[config.mk]
export PLATFORM = sky130hd
export DESIGN_NAME = ic_capture_ctrl
export DESIGN_NICKNAME = d
export VERILOG_FILES = /design/src/rtl/ic_capture_ctrl.sv
export SDC_FILE = /design/constraint.sdc
export NUM_CORES = 1
export LEC_CHECK = 0
export BUFFER_PORTS_ARGS = -buffer_cell sky130_fd_sc_hd__buf_2
export CAP_MARGIN = 20
export CORE_ASPECT_RATIO = 0.6
export CORE_UTILIZATION = 40
export CTS_CLUSTER_SIZE = 40
export DETAILED_ROUTE_END_ITERATION = 16
export PLACE_DENSITY_LB_ADDON = 0.08
export SLEW_MARGIN = 20
export SYNTH_ARGS = -nofsm -noshare
export SYNTH_HDL_FRONTEND = slang
export SYNTH_SLANG_ARGS = --single-unit
[constraint.sdc]
create_clock -name clk -period 6.65 [get_ports clk]
set_input_delay 0.9975 -clock clk [delete_from_list [all_inputs] [get_ports clk]]
set_output_delay 0.9975 -clock clk [all_outputs]
set_load 0.005 [all_outputs]
[src/rtl/ic_capture_ctrl.sv]
// rtl/ic_capture_ctrl.sv - input-capture controller: pin sync, edge/prescale select, timestamp FIFO, status
module ic_capture_ctrl #(
    parameter int FIFO_DEPTH = 4,
    parameter int TW         = 16
) (
    input  logic          clk,
    input  logic          rst_n,
    input  logic          ins,
    input  logic [TW-1:0] t_val_bi_0,
    input  logic [TW-1:0] t_val_bi_1,
    input  logic          wr_i,
    input  logic [31:0]   wdata_i,
    input  logic          rd_i,
    output logic [31:0]   ICCON,
    output logic [31:0]   ICBUF,
    output logic          ICBNE,
    output logic          ICOV
);

    localparam int PW = $clog2(FIFO_DEPTH);
    localparam int CW = PW + 1;

    localparam logic [2:0] ICM_ANY  = 3'b001;
    localparam logic [2:0] ICM_FALL = 3'b010;
    localparam logic [2:0] ICM_RISE = 3'b011;
    localparam logic [2:0] ICM_PS4  = 3'b100;
    localparam logic [2:0] ICM_PS16 = 3'b101;

    // Pin synchroniser and edge history
    logic s1_q, s1_d;
    logic s2_q, s2_d;
    logic s3_q, s3_d;

    // Control register fields
    logic [2:0] icm_q, icm_d;
    logic       ictmr_q, ictmr_d;

    // Prescaler, FIFO storage and bookkeeping
    logic [3:0]    psc_q, psc_d;
    logic [TW-1:0] fifo_q [FIFO_DEPTH];
    logic [TW-1:0] fifo_d [FIFO_DEPTH];
    logic [PW-1:0] wr_ptr_q, wr_ptr_d;
    logic [PW-1:0] rd_ptr_q, rd_ptr_d;
    logic [CW-1:0] count_q, count_d;
    logic          icov_q, icov_d;

    logic          rise;
    logic          fall;
    logic          cap_evt;
    logic          flush;
    logic          full;
    logic          pop;
    logic          push;
    logic [TW-1:0] tsel;

    // Only ICM and ICTMR are held; the remaining write bits have no storage
    logic unused_wdata;
    assign unused_wdata = ^{wdata_i[31:8], wdata_i[6:3]};

    // Edge decode, capture qualification and FIFO handshake terms
    always_comb begin
        rise    = s2_q & ~s3_q;
        fall    = ~s2_q & s3_q;
        cap_evt = 1'b0;
        unique case (icm_q)
            ICM_ANY:  cap_evt = rise | fall;
            ICM_FALL: cap_evt = fall;
            ICM_RISE: cap_evt = rise;
            ICM_PS4:  cap_evt = rise & (psc_q == 4'd3);
            ICM_PS16: cap_evt = rise & (psc_q == 4'd15);
            default:  cap_evt = 1'b0;
        endcase
        // A mode change restarts capture from a clean slate; it beats any same-cycle event
        flush = wr_i & (wdata_i[2:0] != icm_q);
        full  = (count_q == CW'(FIFO_DEPTH));
        pop   = rd_i & (count_q != '0);
        // A pop in the same cycle frees the slot the push needs
        push  = cap_evt & (~full | pop);
        tsel  = ictmr_q ? t_val_bi_1 : t_val_bi_0;
    end

    // Next-state for synchroniser, control fields, prescaler and FIFO
    always_comb begin
        s1_d     = ins;
        s2_d     = s1_q;
        s3_d     = s2_q;
        icm_d    = icm_q;
        ictmr_d  = ictmr_q;
        psc_d    = psc_q;
        fifo_d   = fifo_q;
        wr_ptr_d = wr_ptr_q;
        rd_ptr_d = rd_ptr_q;
        count_d  = count_q;
        icov_d   = icov_q;

        if (wr_i) begin
            icm_d   = wdata_i[2:0];
            ictmr_d = wdata_i[7];
        end

        if (rise && (icm_q == ICM_PS4 || icm_q == ICM_PS16)) begin
            if (icm_q == ICM_PS4 && psc_q == 4'd3) begin
                psc_d = 4'd0;
            end else begin
                psc_d = psc_q + 4'd1;
            end
        end

        if (flush) begin
            psc_d    = 4'd0;
            wr_ptr_d = '0;
            rd_ptr_d = '0;
            count_d  = '0;
            icov_d   = 1'b0;
        end else begin
            if (push) begin
                fifo_d[wr_ptr_q] = tsel;
                wr_ptr_d         = wr_ptr_q + PW'(1);
            end
            if (pop) begin
                rd_ptr_d = rd_ptr_q + PW'(1);
            end
            if (push && !pop) begin
                count_d = count_q + CW'(1);
            end else if (pop && !push) begin
                count_d = count_q - CW'(1);
            end
            if (cap_evt && full && !pop) begin
                icov_d = 1'b1;
            end
        end
    end

    // State registers with asynchronous clear
    always_ff @(posedge clk or negedge rst_n) begin
        if (!rst_n) begin
            s1_q     <= 1'b0;
            s2_q     <= 1'b0;
            s3_q     <= 1'b0;
            icm_q    <= 3'b000;
            ictmr_q  <= 1'b0;
            psc_q    <= 4'd0;
            wr_ptr_q <= '0;
            rd_ptr_q <= '0;
            count_q  <= '0;
            icov_q   <= 1'b0;
            for (int i = 0; i < FIFO_DEPTH; i++) begin
                fifo_q[i] <= '0;
            end
        end else begin
            s1_q     <= s1_d;
            s2_q     <= s2_d;
            s3_q     <= s3_d;
            icm_q    <= icm_d;
            ictmr_q  <= ictmr_d;
            psc_q    <= psc_d;
            wr_ptr_q <= wr_ptr_d;
            rd_ptr_q <= rd_ptr_d;
            count_q  <= count_d;
            icov_q   <= icov_d;
            fifo_q   <= fifo_d;
        end
    end

    // Bus-side status and readback
    always_comb begin
        ICBNE = (count_q != '0);
        ICOV  = icov_q;
        ICBUF = ICBNE ? {{(32-TW){1'b0}}, fifo_q[rd_ptr_q]} : 32'd0;
        ICCON = {24'd0, ictmr_q, 2'b00, icov_q, ICBNE, icm_q};
    end

endmodule

**Word level (Yosys, flattened, before mapping)**

Cells that the tools add are included.

- Logic and storage cells: 84
- Flip-flop bits (word level): 83
- Bits of input ports: 69

- Equality and inequality tests: 9
- Add/sub/neg operators: 5
- Bitwise gates (word level): 15
- Reduce and logical (&&, ||, !) cells: 17
- Magnitude comparators: 3
- Multiplexer cells: 21

Operators with widths:

| cell | count |
|---|---|
| 16-bit two-way mux | 5 |
| 64-bit bitwise mux | 1 |
| 16-bit binary-select mux with 2-bit select | 1 |
| 16-bit demux with 2-bit select | 1 |
| 4-bit two-way mux | 3 |
| 3-bit == test (second input constant) | 3 |
| 3-bit two-way mux | 3 |
| 2-bit two-way mux | 4 |
| 2-bit nonzero test | 4 |
| 1-bit bitwise AND | 7 |
| 1-bit logical AND | 7 |
| 3-bit by 2-bit == test with 1-bit output (second input constant) | 2 |
| 3-bit >= comparator (second input constant) | 2 |
| 2-bit NOT with 3-bit output | 2 |
| 3-bit nonzero test | 2 |
| 1-bit one-hot mux with 5 select lines | 1 |
| 2-bit by 1-bit adder with 2-bit output (second input constant) | 2 |
| 4-bit by 1-bit adder with 4-bit output (second input constant) | 1 |
| 4-bit by 2-bit == test with 1-bit output (second input constant) | 1 |
| 4-bit == test (second input constant) | 1 |
| 1-bit NOT | 4 |
| 3-bit by 1-bit adder with 3-bit output (second input constant) | 1 |
| 3-bit by 1-bit == test with 1-bit output (second input constant) | 1 |
| 3-bit by 1-bit less-than comparator with 1-bit output (second input constant) | 1 |
| other kinds (7) | 10 |

**Longest topological paths before layout**

Gate-level depths: netlist of run 1.

- Depth in word-level cells: 10
- Mapped depth: 10
- Gate-level depth less buffers: 10

**Worst setup path after synthesis of run 1**

OpenSTA, ideal clock, no wires.

- Path kind: input to register
- From: in rd_i
- To: reg count_q[2]
- Arrival: 2.479 ns
- Slack: 4.047 ns
- Cell stages on the path: 7
- Cell sequence: clkbuf_1 -> o21a_1 -> nor2_1 -> fa_1 -> or3_1 -> a32oi_1 -> a21oi_1

- Cells in the longest elaborated chain, start to end: 6

Ends and longest elaborated chain:

| item | line | text |
|---|---|---|
| start, declared | 13 | `input logic rd_i,` |
| 1-bit bitwise AND * | 76 | `pop = rd_i & (count_q != '0);` |
| 1-bit OR | 78 | `push = cap_evt & (~full \| pop);` |
| 1-bit bitwise AND | 78 |  |
| 1-bit logical AND / 1-bit zero test (equally long branches) | 123, 125 |  |
| 3-bit two-way mux / 1-bit logical AND (equally long branches) | 123, 125 |  |
| 3-bit two-way mux / 3-bit nonzero test (equally long branches) | n/a |  |
| end signal, assigned | 159 | `count_q <= count_d;` |
| end, declared | 44 | `logic [CW-1:0] count_q, count_d;` |

Every way passes the cells marked *; elsewhere a longest branch is shown, timed or not.
A chain may end at the register's enable or synchronous reset.

**Worst setup path after layout of run 1**

- From: reg rd_ptr_q[0]
- To: out ICBUF[9]

- Cells in the longest elaborated chain, start to end: 5

Ends and longest elaborated chain:

| item | line | text |
|---|---|---|
| start, declared | 43 | `logic [PW-1:0] rd_ptr_q, rd_ptr_d;` |
| start signal, assigned | 158 | `rd_ptr_q <= rd_ptr_d;` |
| 2-bit NOT with 3-bit output (not written as such) | 169 | `ICBUF = ICBNE ? {{(32-TW){1'b0}}, fifo_q[rd_ptr_q]} : 32'd0;` |
| 16-bit binary-select mux with 2-bit select | 169 |  |
| 16-bit two-way mux (not written as such) (2 in a row) | 169 |  |
| 16-bit two-way mux | 169 |  |
| end, declared | 15 | `output logic [31:0] ICBUF,` |

Every way passes these cells. The select of a mux whose other input is x is not followed.

==> results of run 1 <==
==> Yosys cell counts, drive strengths merged, types with 2 or more instances <==
cell    instances
nor3            2
mux2            6
nand4           4
inv             7
o21ai          65
a21oi           8
ha              7
clkbuf         13
and2           16
nand3b          2
nand2          65
mux2i          17
xor2            5
or3             3
dfrtp          83
nand4b          2
xnor2           3
buf            54
nand3           3
nor2           16
mux4           16
==> power by group <==
part / internal, mW / leakage (nW) / switching [mW]
clock network: 0.301 / 0.139 / 0.197
registers: 0.625 / 1.10 / 0.0888
logic: 0.268 / 1.09 / 0.250
total: 1.19 / 2.34 / 0.536
==> through the flow <==
stage / instances / total power [mW]
global route: 606 / 1.85
finish: 606 / 1.73
global placement: 590 / 1.23
detailed placement: 590 / 1.25
CTS: 606 / 1.76
floorplan: 452 / 1.09
==> layer usage <==
layer,global-route usage,vias to the layer above,part of all wire
met3,0.0513,8,0.051
met2,0.266,85,0.42
met5,0,-,0
met1,0.256,1392,0.52
met4,0.0500,0,0.012
li1,-,1442,-
==> worst max path at each step <==
stage | start | to | cells after the start
after global placement | rd_ptr_q[0]$_DFFE_PN0P_ | ICBUF[9] | 4
after global routing | rd_ptr_q[0]$_DFFE_PN0P_ | ICBUF[9] | 4
after CTS | rd_ptr_q[0]$_DFFE_PN0P_ | ICBUF[9] | 4
final | rd_ptr_q[0]$_DFFE_PN0P_ | ICBUF[9] | 4
after floorplan | rd_i | count_q[2]$_DFFE_PN0P_ | 7
after detailed placement | rd_ptr_q[0]$_DFFE_PN0P_ | ICBUF[9] | 4
==> critical path, delay by kind of cell, from the launching register on <==
| family | cells | cell delay, ps |
|---|---|---|
| AND/OR/NAND/NOR | 1 | 200 |
| buffers and inverters | 2 | 490 |
| multiplexers | 1 | 540 |
| flip-flops | 1 | 550 |
==> logic make-up (layout without fill, tap and decap cells) <==
logic type / count (synthesis) / in the layout / synth area share
flops: 83 / 83 / 0.483
simple gates: 116 / 116 / 0.123
mux: 39 / 39 / 0.140
other cells: 1 / 42 / 0.000872
buf+inv: 74 / 93 / 0.106
fa+ha+maj: 8 / 8 / 0.0250
xor+xnor: 8 / 8 / 0.0163
compound gates: 82 / 82 / 0.106
==> final cells by class <==
cell class                 count  area, µm²
timing repair buffer          70        372
clock inverter                 4       50.0
tap                          135        169
multi-input combinational    295       1920
clock buffer                  12        246
fill                         985       5300
sequential                    83       2080
inverter                       7       26.3
==> sequential cells by signal (all words and copies together) (netlist names) <==
name	cells
icm_q	3
ICOV	1
psc_q	4
s1_q	1
wr_ptr_q	2
rd_ptr_q	2
fifo_q	64
ictmr_q	1
count_q	3
s2_q	1
s3_q	1
==> flow_summary.json, run 1 <==
{
  "synth-main-ff-cell": "dfrtp_1",
  "portBuffers": 64,
  "final_cell_mix": "83 x dfrtp_1, 65 x nand2_1, 63 x buf_2, 54 x o21ai_0, 42 x conb_1",
  "synth_area_leaders": "dfrtp_1 48%, mux4_2 8.4%, buf_4 7.9%",
  "gp_congestion": 0.729,
  "crit_arrival_ps": 2130,
  "r2r_start": "s2_q$_DFF_PN0_",
  "drc_errors": 0,
  "synthToLayoutAreaGrowth_pct": 13.0,
  "grt_pass1_vias": 2736,
  "cts_made_buffers": 9,
  "cp-start-kind": "flop",
  "status": "finished clean",
  "maxSlewHeadroom": 0.418,
  "peakVddDrop_uv": 139,
  "synth_cells": 411,
  "cts_hold_buf": 0,
  "drive_gt1_frac": 0.234,
  "worst_slack_ps": 3520,
  "die_w_um": 136,
  "coreArea_mm2": 0.0102,
  "num_io_pins": 135,
  "clk_transition_reported_paths_ps": 60,
  "synthArstFlopShare": 1.00,
  "whs_path_depth": 0,
  "layout_commonest_cell": "dfrtp_1",
  "final_area_mm2": 0.00486,
  "place_area_mm2": 0.00456,
  "antenna_found_initial": 0,
  "worstSetupEndpointType": "output port",
  "die_h_um": 82.3,
  "cts_root_buf": "clkbuf_16",
  "grt_max_degree": 84,
  "fin_crit_sh": 0.471,
  "tightest_slew_ps": 873,
  "antenna_cells": 0,
  "setup-violations-final": 0,
  "skew_ps": 7.64,
  "grt_remaining_overflow": 0,
  "rows": 28,
  "route.detailed.vias_per_inst": 4.83,
  "worstRegToRegCells": 9,
  "synth_edf_count": 0,
  "synth.distinct_cells": 40,
  "grt_pass1_wl_um": 14600,
  "rsz0062_at_grt": "false",
  "setup_tns_ps": 0,
  "hold_ws_ps": 354,
  "start_util": 0.424,
  "ctsResizeCount": 0,
  "path_max_fanout": 13,
  "dr.pass1.iters": 4,
  "wl_per_cell_um": 14.9,
  "yosysWarnings": 0,
  "yosysSeqAreaShare": 0.483,
  "die_area_mm2": 0.0112,
  "cts_sinks": 83,
  "rrSetupSlack_ps": 3900,
  "dpl.hpwl_um": 6010,
  "cts_buffer_depth": 2,
  "r2r_end": "count_q[2]$_DFFE_PN0P_",
  "antenna_left": 0,
  "synth_top_area_frac": 0.483,
  "max_stage_delay_ps": 550,
  "crit_path_cell_trace": "buf_4, mux4_2, and2_1, buf_2",
  "cellLeakagePower_nw": 2.34,
  "grt_use_total": 0.179,
  "yosys.area.top_type": "dfrtp_1",
  "htreeDepth": 3,
  "hold_path_startpoint": "s1_q$_DFF_PN0_",
  "syn_area_mm2": 0.00430,
  "hold_violations": 0,
  "finalCriticalPeriod_ps": 3130,
  "ys_ff_latch": 83,
  "max-cap-violations": 0,
  "power_density_mw_per_mm2": 355,
  "drt_iter0_drc": 186,
  "vias": 2927,
  "required_ps": 5650,
  "crit_slowest_cell": "dfrtp_1",
  "hold_end": "s2_q$_DFF_PN0_",
  "post-cts-setup-buffers": 0,
  "insertion_delay_ps": 340,
  "final_util": 0.479,
  "report.final.slew_viol_count": 0,
  "fin_nets": 543,
  "syn_avg_cell_area_um2": 10.5,
  "hp-class": "flop to flop",
  "post-place-ws_ps": 3850,
  "cts_tree": "yes",
  "finalWirelength_um": 9010,
  "critPathKind": "flop to output port",
  "fmax_mhz": 320
}
Power figures use the tool's default switching activity.
==> run 2, diff against run 1 <==
clock period = 2.9 ns   (was 6.65 ns; I/O delays follow)
==> flow_summary.json, run 2 (synthesis results as in run 1) <==
{
  "status": "finished clean",
  "maxSlewHeadroom": 0.619,
  "rows": 28,
  "final_util": 0.491,
  "final_cell_mix": "83 x dfrtp_1, 65 x nand2_1, 63 x buf_2, 54 x o21ai_0, 42 x conb_1",
  "final_cells": 611,
  "worstSetupEndpointType": "flop",
  "largest_registers": "fifo_q x64, psc_q x4",
  "largest_register_ffs": 64,
  "power.total_mw": 4.22,
  "crit_slowest_cell": "fa_1",
  "dpl.hpwl_um": 6010,
  "setup-violations-final": 0,
  "portBuffers": 64,
  "crit_path_cell_trace": "ha_1, mux2_4, a21oi_2, o22a_2, nor2_1, fa_1, or3_1, a32oi_1, a21oi_1",
  "required_ps": 3090,
  "report.final.slew_viol_count": 0,
  "worst_slack_ps": 179,
  "power_density_mw_per_mm2": 846,
  "coreArea_mm2": 0.0102,
  "dr.pass1.iters": 4,
  "cts_made_buffers": 9,
  "antenna_found_initial": 0,
  "cp-start-kind": "flop",
  "antenna_left": 0,
  "crit_arrival_ps": 2910,
  "drive_gt1_frac": 0.239,
  "hold_violations": 0,
  "post-place-ws_ps": 209,
  "hp-class": "input port to flop",
  "layout_commonest_cell": "dfrtp_1",
  "die_w_um": 136,
  "fin_crit_sh": 0.938,
  "path_max_fanout": 7,
  "fin_nets": 548,
  "gp_congestion": 0.726,
  "grt_use_total": 0.175,
  "antenna_cells": 0,
  "fillerInstances": 957,
  "vias": 2868,
  "grt_pass1_vias": 2671,
  "die_h_um": 82.3,
  "max_stage_delay_ps": 420,
  "drt_iter0_drc": 159,
  "cts_sinks": 83,
  "synthToLayoutAreaGrowth_pct": 15.9,
  "num_io_pins": 135,
  "cellLeakagePower_nw": 2.40,
  "fmax_mhz": 367,
  "clk_transition_reported_paths_ps": 60,
  "wl_per_cell_um": 14.6,
  "peakVddDrop_uv": 398,
  "cts_tree": "yes",
  "cts_buffer_depth": 2,
  "grt_pass1_wl_um": 14400,
  "grt_max_degree": 71,
  "grt_remaining_overflow": 0,
  "cts_root_buf": "clkbuf_16",
  "skew_ps": 5.66,
  "finalCriticalPeriod_ps": 2720,
  "critPathKind": "flop to flop",
  "htreeDepth": 3,
  "start_util": 0.424,
  "insertion_delay_ps": 330,
  "drc_errors": 0,
  "route.detailed.vias_per_inst": 4.69,
  "regMostFlops": "fifo_q",
  "rsz0062_at_grt": "false",
  "dp.cells": 594,
  "setup_tns_ps": 0,
  "tightest_slew_ps": 567,
  "die_area_mm2": 0.0112,
  "max-cap-violations": 0,
  "finalWirelength_um": 8940
}
## run 2: path summary, 6_finish.rpt
kind | start | endpoint | slack (ps) | cells after the start
max | s2_q$_DFF_PN0_ | count_q[2]$_DFFE_PN0P_ | 180 | 9
min | ins | s1_q$_DFF_PN0_ | 210 | 1
max reg2reg | s2_q$_DFF_PN0_ | count_q[2]$_DFFE_PN0P_ | 180 | 9
min reg2reg | s1_q$_DFF_PN0_ | s2_q$_DFF_PN0_ | 350 | 0
max in group asynchronous | rst_n | fifo_q[35]$_DFFE_PN0P_ | 1780 | 3
min in group asynchronous | rst_n | s1_q$_DFF_PN0_ | 500 | 2
## run 2: metrics by stage
stage | hold WS, ps | instance area (µm²)
after floorplan | 139 | 4460
after global placement | 302 | 4620
after detailed placement | 303 | 4620
after CTS | 188 | 4990
after global routing | 198 | 4990
final | 208 | 4990
## run 2: metal layers
metal  global-route usage  part of all wire  wire length, µm  up-vias
li1                     -                 -                -     1449
met1                0.259              0.54             4790     1339
met2                0.253              0.41             3710       73
met3               0.0415             0.041              365        7
met4               0.0500            0.0083               74        0
met5                    0                 0                0        -
## run 2: layout make-up
class | count | area (µm²) | area share
tap | 135 | 169 | 0.0339
clock inverter | 5 | 125 | 0.0251
inverter | 7 | 26.3 | 0.00527
sequential | 83 | 2080 | 0.417
timing repair buffer | 75 | 433 | 0.0868
multi-input combinational | 295 | 1920 | 0.386
clock buffer | 11 | 233 | 0.0467
## run 2: worst max-delay path: cells and delay by family, from the launching register on
family                   cells  cell delay (ps)
flip-flops                   1              400
AND/OR/NAND/NOR              2              470
AO/OA/AOI/OAI                4              790
adder cells (fa/ha/maj)      2              660
multiplexers                 1              270
## run 2: power by group
group / total [mW] / internal, mW / switching, mW
Clock: 1.36 / 0.927 / 0.432
Sequential: 1.62 / 1.43 / 0.185
Combinational: 1.24 / 0.651 / 0.591
Total: 4.22 / 3.01 / 1.21
## run 2: timing repair
action,in CTS,in global routing
gates resized for setup,0,0
hold buffers,1,0
hold endpoints to repair,13,0
setup buffers,0,0
==> run 3, diff against run 2 <==
CAP_MARGIN = 5   (was 20)
clock period = 3 ns   (was 2.9 ns; I/O delays follow)
==> flow_summary.json, run 3 (synthesis results as in run 1) <==
{
  "rrSetupSlack_ps": 280,
  "maxSlewHeadroom": 0.505,
  "layout_commonest_cell": "dfrtp_1",
  "status": "finished clean",
  "hp-class": "input port to async pin",
  "worstSetupEndpointType": "flop",
  "r2r_end": "count_q[2]$_DFFE_PN0P_",
  "drc_errors": 0,
  "synthToLayoutAreaGrowth_pct": 15.4,
  "portBuffers": 64,
  "clk_transition_reported_paths_ps": 60,
  "skew_ps": 4.96,
  "fmax_mhz": 367,
  "regMostFlops": "fifo_q",
  "cts_tree": "yes",
  "die_h_um": 82.3,
  "rows": 28,
  "route.detailed.vias_per_inst": 4.79,
  "coreArea_mm2": 0.0102,
  "required_ps": 3190,
  "htreeDepth": 3,
  "start_util": 0.424,
  "antenna_found_initial": 0,
  "antenna_left": 0,
  "peakVddDrop_uv": 329,
  "hold_violations": 0,
  "insertion_delay_ps": 330,
  "cts_sinks": 83,
  "gp_congestion": 0.753,
  "grt_remaining_overflow": 0,
  "largest_register_ffs": 64,
  "rsz0062_at_grt": "false",
  "grt_pass1_wl_um": 14700,
  "finalCriticalPeriod_ps": 2720,
  "max-cap-violations": 0,
  "cts_root_buf": "clkbuf_16",
  "crit_start": "s2_q$_DFF_PN0_",
  "dp.cells": 596,
  "final_cell_mix": "83 x dfrtp_1, 65 x nand2_1, 63 x buf_2, 54 x o21ai_0, 42 x conb_1",
  "cts_hold_buf": 0,
  "die_w_um": 136,
  "tightest_slew_ps": 743,
  "cp-endpoint": "count_q[2]$_DFFE_PN0P_",
  "grt_use_total": 0.179,
  "wl_per_cell_um": 14.7,
  "setup-violations-final": 0,
  "num_io_pins": 135,
  "crit_arrival_ps": 2910,
  "post-cts-setup-buffers": 0,
  "final_area_mm2": 0.00496,
  "path_max_fanout": 7,
  "worstRegToRegCells": 9,
  "dpl.hpwl_um": 6180,
  "r2r_start": "s2_q$_DFF_PN0_",
  "drive_gt1_frac": 0.245,
  "grt_max_degree": 60,
  "cp-start-kind": "flop",
  "vias": 2929,
  "dr.pass1.iters": 4,
  "final_cells": 612,
  "fin_nets": 549,
  "power_density_mw_per_mm2": 813,
  "die_area_mm2": 0.0112,
  "fin_crit_sh": 0.907,
  "setup_tns_ps": 0,
  "cts_buffer_depth": 2,
  "ctsResizeCount": 0,
  "finalWirelength_um": 8980,
  "drt_iter0_drc": 136,
  "grt_pass1_vias": 2766,
  "place_area_mm2": 0.00462,
  "cts_made_buffers": 9,
  "largest_registers": "fifo_q x64, psc_q x4",
  "critPathKind": "flop to flop",
  "report.final.slew_viol_count": 0,
  "cellLeakagePower_nw": 2.40,
  "antenna_cells": 0
}
run 3: final cells by class:
class / count / area (µm²)
Tap cell: 135 / 169
Clock buffer: 11 / 243
Multi-Input combinational cell: 295 / 1920
Fill cell: 938 / 5200
Timing Repair Buffer: 76 / 425
Inverter: 7 / 26.3
Clock inverter: 5 / 100
Sequential cell: 83 / 2080
run 3: stage by stage:
stage                     hold slack [ps]  power [mW]   util  setup WS (ps)
after floorplan                       154        2.42      -            528
after global placement                331        2.77  0.455            345
after detailed placement              336        2.80  0.455            287
after CTS                             199        4.09  0.489            271
after global routing                  206        4.32  0.489            115
final                                 164        4.04  0.489            278
run 3: worst max-delay path, cell delays in order (launching register included):
cell and delay [ps]:
dfrtp_1 400, ha_1 240, mux2_4 270, a21oi_2 220, o22a_2 250, nor2_1 90
fa_1 420, or3_1 390, a32oi_1 210, a21oi_1 90
run 3: worst min path at each step:
stage | startpoint | end
5_1_grt | ins | s1_q$_DFF_PN0_
2_1_floorplan | rst_n | ICOV$_DFFE_PN0P_
4_1_cts | rst_n | s2_q$_DFF_PN0_
3_3_place_gp | s1_q$_DFF_PN0_ | s2_q$_DFF_PN0_
3_5_place_dp | s1_q$_DFF_PN0_ | s2_q$_DFF_PN0_
6_report | rst_n | s2_q$_DFF_PN0_
run 3: routing by layer:
| layer | vias to the layer above | share of wire | routed length [µm] | GRT usage |
|---|---|---|---|---|
| li1 | 1443 | - | - | - |
| met1 | 1391 | 0.52 | 4690 | 0.268 |
| met2 | 87 | 0.41 | 3700 | 0.256 |
| met3 | 8 | 0.057 | 512 | 0.0458 |
| met4 | 0 | 0.0085 | 76 | 0.0467 |
| met5 | - | 0 | 0 | 0 |
run 3: where the power goes:
group,leakage (nW),switching [mW],total [mW],internal [mW]
registers,1.10,0.184,1.57,1.39
logic,1.12,0.573,1.20,0.631
clock network,0.169,0.430,1.26,0.833
total,2.40,1.19,4.04,2.85
